### src/rtl/commit_unit_pkg.sv
// Shared types for the commit stage: FSM states and the buffered result entry.
package commit_unit_pkg;

  localparam int unsigned COMMIT_W = 71;

  typedef enum logic [1:0] {
    CU_RUN   = 2'b00,
    CU_DRAIN = 2'b01,
    CU_HALT  = 2'b10
  } cu_state_e;

  typedef struct packed {
    logic        wena;
    logic [4:0]  waddr;
    logic [31:0] wdata;
    logic [31:0] pc;
    logic        ebreak;
  } commit_entry_t;

endpackage

### src/rtl/commit_fifo.sv
// In-order result buffer; only pointers and occupancy are reset, storage is not.
module commit_fifo
  import commit_unit_pkg::*;
#(
  parameter int unsigned DEPTH = 4,
  parameter int unsigned AW    = 2
) (
  input  logic          clock,
  input  logic          reset,
  input  logic          push,
  input  commit_entry_t wdata,
  input  logic          pop,
  output commit_entry_t rdata,
  output logic          full,
  output logic          empty
);

  localparam logic [AW:0] FULL_CNT = DEPTH[AW:0];

  commit_entry_t   mem [DEPTH];
  logic [AW-1:0]   wptr;
  logic [AW-1:0]   rptr;
  logic [AW:0]     count;

  always_ff @(posedge clock) begin
    if (push) mem[wptr] <= wdata;
  end

  always_ff @(posedge clock or posedge reset) begin
    if (reset) begin
      wptr  <= '0;
      rptr  <= '0;
      count <= '0;
    end else begin
      if (push) wptr <= wptr + 1'b1;
      if (pop)  rptr <= rptr + 1'b1;
      case ({push, pop})
        2'b10:   count <= count + 1'b1;
        2'b01:   count <= count - 1'b1;
        default: count <= count;
      endcase
    end
  end

  assign rdata = mem[rptr];
  assign full  = (count == FULL_CNT);
  assign empty = (count == '0);

endmodule

### src/rtl/commit_unit.sv
// Write-back/commit stage: buffers EXU results and retires them in order as
// single-cycle regfile commit pulses; halts after an ebreak retires.
module commit_unit
  import commit_unit_pkg::*;
#(
  parameter int unsigned DEPTH = 4,
  parameter int unsigned AW    = 2
) (
  input  logic        clock,
  input  logic        reset,
  input  logic        exu_valid_i,
  output logic        exu_ready_o,
  input  logic        exu_wena_i,
  input  logic [4:0]  exu_waddr_i,
  input  logic [31:0] exu_wdata_i,
  input  logic [31:0] exu_pc_i,
  input  logic        exu_ebreak_i,
  input  logic        commit_ready_i,
  output logic        commit_valid_o,
  output logic        commit_wena_o,
  output logic [4:0]  commit_waddr_o,
  output logic [31:0] commit_wdata_o,
  output logic [31:0] commit_pc_o,
  output logic        halt_o,
  output logic [63:0] retired_o
);

  cu_state_e     state;
  commit_entry_t in_entry;
  commit_entry_t head;
  logic          full;
  logic          empty;
  logic          push;
  logic          pop;

  assign in_entry = '{wena:   exu_wena_i,
                      waddr:  exu_waddr_i,
                      wdata:  exu_wdata_i,
                      pc:     exu_pc_i,
                      ebreak: exu_ebreak_i};

  assign exu_ready_o = (state == CU_RUN) && !full;
  assign push        = exu_valid_i && exu_ready_o;
  assign pop         = !empty && commit_ready_i && (state != CU_HALT);

  commit_fifo #(
    .DEPTH (DEPTH),
    .AW    (AW)
  ) u_fifo (
    .clock (clock),
    .reset (reset),
    .push  (push),
    .wdata (in_entry),
    .pop   (pop),
    .rdata (head),
    .full  (full),
    .empty (empty)
  );

  // x0 writes keep wena=1 so the scoreboard's Busy[0] gets cleared downstream.
  always_ff @(posedge clock or posedge reset) begin
    if (reset) begin
      state          <= CU_RUN;
      commit_valid_o <= 1'b0;
      commit_wena_o  <= 1'b0;
      commit_waddr_o <= '0;
      commit_wdata_o <= '0;
      commit_pc_o    <= '0;
      halt_o         <= 1'b0;
      retired_o      <= '0;
    end else begin
      commit_valid_o <= pop;
      if (pop) begin
        commit_wena_o  <= head.wena;
        commit_waddr_o <= head.waddr;
        commit_wdata_o <= head.wdata;
        commit_pc_o    <= head.pc;
        retired_o      <= retired_o + 64'd1;
      end else begin
        commit_wena_o  <= 1'b0;
      end
      halt_o <= (state == CU_HALT);
      case (state)
        CU_RUN:   if (push && exu_ebreak_i) state <= CU_DRAIN;
        CU_DRAIN: if (pop && head.ebreak)   state <= CU_HALT;
        CU_HALT:  state <= CU_HALT;
        default:  state <= CU_RUN;
      endcase
    end
  end

endmodule
### config.mk
export PLATFORM = sky130hd
export DESIGN_NAME = commit_unit
export DESIGN_NICKNAME = d
export VERILOG_FILES = /design/src/rtl/commit_unit_pkg.sv /design/src/rtl/commit_fifo.sv /design/src/rtl/commit_unit.sv
export SDC_FILE = /design/constraint.sdc
export NUM_CORES = 1
export LEC_CHECK = 0
export CORE_AREA = 10 10 198 163
export CTS_BUF_LIST = sky130_fd_sc_hd__clkbuf_4 sky130_fd_sc_hd__clkbuf_8 sky130_fd_sc_hd__clkbuf_16
export CTS_CLUSTER_SIZE = 40
export DETAILED_ROUTE_END_ITERATION = 10
export DIE_AREA = 0 0 208 173
export MAX_ROUTING_LAYER = met4
export PLACE_DENSITY_LB_ADDON = 0.3
export SETUP_SLACK_MARGIN = 0.05
export SLEW_MARGIN = 15
export SYNTH_ARGS = -nofsm -noshare
export SYNTH_HDL_FRONTEND = slang
export SYNTH_SLANG_ARGS = --single-unit
### constraint.sdc
create_clock -name clock -period 12.1 [get_ports clock]
set_clock_uncertainty 0.1 [all_clocks]
set_input_delay 1.21 -clock clock [delete_from_list [all_inputs] [get_ports clock]]
set_output_delay 1.21 -clock clock [all_outputs]
set_load 0.05 [all_outputs]
==> impl_metrics.py <==
metrics = {
    "floorplanning": {
        "die-height_um": 173,
        "die_x_um": 208,
        "initial_core_util_pct": 58.56,
        "ios": 212,
        "rows": 55,
        "die_area_um2": 35980,
        "core_area_um2": 28080,
    },
    "timing": {
        "tns_ns": 0,
        "worst_pin_slew_ns": 1.095,
        "timing.final.crit_share_pct": 34.19,
        "slew_viol_final": 0,
        "post-route-min-period_ns": 4.137,
        "finalSetupViolations": 0,
        "fin_ws_ns": 7.963,
        "fmax_ghz": 0.2417,
        "rsz0062_at_grt": "no",
        "slew_headroom_pct": 27.01,
        "finalHoldViolCount": 0,
    },
    "clock_network": {
        "htreeDepth": 2,
        "cts_max_path_buffers": 3,
        "cts_hold_buf": 0,
        "post_cts_buffers": 0,
        "clk_latency_ns": 0.53,
        "ctsRootBufferMaster": "clkbuf_16",
        "cts_resized": 0,
        "cts.clk_slew.worst_paths_ns": 0.06,
        "cts_made_buffers": 42,
        "cts_tree": "built",
        "clock_sinks": 429,
    },
    "worst_hold_path": {
        "hold_path_end": "retired_o[63]$_DFFE_PP0P_",
        "hp-class": "register to register",
        "min-delay-start": "retired_o[63]$_DFFE_PP0P_",
        "holdPathStages": 1,
    },
    "placement": {
        "hpwl_mm": 21.37,
        "placed_area_um2": 18980,
        "gp_congestion": 0.8109,
        "post-place-cells": 1415,
        "post-place-ws_ns": 7.401,
        "port_buffers": 211,
    },
    "routing": {
        "postRouteAntennaNets": 0,
        "wl_per_cell_um": 22.70,
        "wl_mm": 33.96,
        "routed_via_density": 5.674,
        "drtIter0Drc": 548,
        "via_count": 8488,
        "drc": 0,
        "dr.pass1.iters": 7,
    },
    "critical_path": {
        "startpoint": "commit_ready_i",
        "r2r-end": "u_fifo.count[2]$_DFFE_PP0P_",
        "path_cells": "clkdlybuf4s50_1, nor3b_4, buf_4, ha_1, inv_1, fa_1, xor2_1, nor2_1, xnor2_1",
        "arrival_ns": 4.47,
        "cp_slowest_cell": "buf_4",
        "worstSetupPathType": "primary input to register",
        "critPathMaxFanout": 64,
        "critPathRequiredTime_ns": 12.44,
        "cp-end-kind": "register",
        "r2r_cells": 10,
        "slowest_delay_ns": 0.87,
        "r2r_slack_ns": 8.41,
        "r2r_start": "state[0]$_DFFE_PP0P_",
        "cpLargestDelayFamily": "buffers and inverters",
        "start_kind": "primary input",
        "path_buf_inv": 3,
    },
    "power_and_ir_drop": {
        "p_switching_w": 0.001607,
        "leakage_nw": 7.403,
        "power_density_nw_per_um2": 240.4,
        "power.internal_w": 0.003293,
        "finalPower_w": 0.004900,
        "power.share.sequential_pct": 41.5,
        "pwr-share-clk_pct": 26.4,
        "p_comb_share_pct": 32.1,
        "p_sw_share_pct": 32.80,
        "ir_drop_mv": 0.1827,
    },
    "global_route": {
        "antenna_found_initial": 3,
        "grt_max_degree": 92,
        "grt_remaining_overflow": 0,
        "grtUsageTotal_pct": 19.45,
        "grt_pass1_wl_mm": 53.99,
        "grt_pass1_vias": 9136,
    },
    "synthesis": {
        "syn-num-nets": 939,
        "synth-seq-cells": 429,
        "synth.avg_cell_area_um2": 19.28,
        "synth_cells": 853,
        "ys_seq_area_share_pct": 73.94,
        "netlist_area_um2": 16440,
        "yosys_warnings": 0,
        "synth_cell_types": 38,
    },
    "final_layout": {
        "final_layout_size_suffix_gt1_share_pct": 21.55,
        "fin_cells": 1496,
        "layout_common_cells": "edfxtp_1, clkdlybuf4s50_1, dfrtp_1",
        "fin_area_um2": 20390,
        "fill_cells": 1751,
        "nets": 1175,
        "final_common_cell": "edfxtp_1",
        "areaGrowthSynthToFinish_pct": 23.99,
    },
    "status": {
        "status": "completed",
    },
    "flow_run": {
        "drv_cap": 0,
    },
}
-- metal layers --
metal / global-route usage, % / vias to the layer above / part of all wire, % / routed length, µm
met4: 5.185 / 0 / 2.0 / 669
met2: 30.84 / 246 / 50 / 17050
met5: - / - / 0 / 0
met3: 3.494 / 50 / 5.0 / 1692
met1: 25.67 / 4409 / 43 / 14550
li1: - / 3783 / - / -
-- power by group through the flow --
stage	sequential (W)	combinational, W	clock (W)
after floorplan	0.00243	0.000702	0
after detailed placement	0.00207	0.00159	0
after CTS	0.00204	0.00160	0.00132
final	0.00204	0.00157	0.00129
after global placement	0.00206	0.00157	0
after global routing	0.00207	0.00167	0.00138
-- worst register-to-register path, delay by kind of cell (launching register included) --
kind | cells | cell delay (ns)
xor gates and xnor gates | 2 | 0.30
buffers and inverters | 3 | 1.03
adders and majority gates | 3 | 1.01
and+or+nand+nor | 2 | 0.80
DFF | 1 | 0.37
-- layout make-up --
| type | count | area (µm²) | area share, % |
|---|---|---|---|
| Multi-Input combinational cell | 381 | 4119 | 20.20 |
| Tap cell | 370 | 462.9 | 2.271 |
| Clock buffer | 62 | 1272 | 6.242 |
| Timing Repair Buffer | 218 | 2165 | 10.62 |
| Clock inverter | 16 | 126.4 | 0.6199 |
| Antenna cell | 3 | 7.507 | 0.03683 |
| Sequential cell | 429 | 12160 | 59.67 |
| Inverter | 17 | 68.82 | 0.3376 |
-- flip-flops by register name, indices dropped and copies added, names as in the netlist --
name / count
commit_wdata_o: 32
u_fifo.mem: 284
commit_wena_o: 1
commit_valid_o: 1
halt_o: 1
retired_o: 64
commit_pc_o: 32
u_fifo.count: 3
u_fifo.wptr: 2
commit_waddr_o: 5
state: 2
u_fifo.rptr: 2
-- synth_stat cells --
library cell | instances | area share, %
a22oi_1 | 1 | 0.046
and2_1 | 10 | 0.38
and3_1 | 9 | 0.34
and4_1 | 5 | 0.27
and4b_1 | 1 | 0.061
buf_2 | 14 | 0.43
buf_4 | 1 | 0.046
clkbuf_1 | 11 | 0.25
dfrtp_1 | 145 | 22
edfxtp_1 | 284 | 52
fa_1 | 1 | 0.12
ha_1 | 10 | 0.76
inv_1 | 17 | 0.39
mux2_2 | 72 | 4.9
mux2i_1 | 1 | 0.061
mux4_2 | 71 | 9.7
nand2_1 | 28 | 0.64
nand3_1 | 19 | 0.58
nand3_2 | 1 | 0.061
nand3b_1 | 1 | 0.046
nand4_1 | 24 | 0.91
nand4_2 | 2 | 0.15
nor2_1 | 22 | 0.50
nor2_2 | 1 | 0.038
nor3_1 | 15 | 0.46
nor3_2 | 2 | 0.12
nor3b_1 | 1 | 0.046
nor3b_2 | 1 | 0.076
nor4_1 | 2 | 0.076
nor4_2 | 3 | 0.23
nor4_4 | 3 | 0.39
o21ai_0 | 1 | 0.030
o311a_1 | 1 | 0.061
o31a_1 | 1 | 0.053
or2_2 | 1 | 0.038
or3_1 | 2 | 0.076
xnor2_1 | 36 | 1.9
xor2_1 | 33 | 1.8
-- stage by stage --
stage	hold slack, ns	utilization (%)
after global routing	0.4144	72.61
after global placement	0.3770	67.60
after detailed placement	0.3798	67.60
final	0.3837	72.61
after CTS	0.3917	72.58
after floorplan	0.4076	-
-- worst max-delay path by stage --
stage | to | slack [ns] | cells after the start
after CTS | u_fifo.count[2]$_DFFE_PP0P_ | 7.93 | 9
after floorplan | commit_pc_o[0]$_DFFE_PP0P_ | 6.90 | 1
after detailed placement | u_fifo.count[2]$_DFFE_PP0P_ | 7.40 | 9
final | u_fifo.count[2]$_DFFE_PP0P_ | 7.96 | 9
after global placement | u_fifo.count[2]$_DFFE_PP0P_ | 7.47 | 9
after global routing | u_fifo.count[2]$_DFFE_PP0P_ | 7.75 | 9
-- cell families after synthesis --
group	after synthesis	share of synthesized area, %
AOI/OAI and AO/OA	4	0.1902
xor gates and xnor gates	69	3.676
adders and majority gates	11	0.8827
buffers and inverters	43	1.111
DFF	429	73.94
muxes	144	14.72
and+or+nand+nor	153	5.487
(Power assumes the default switching activity.)
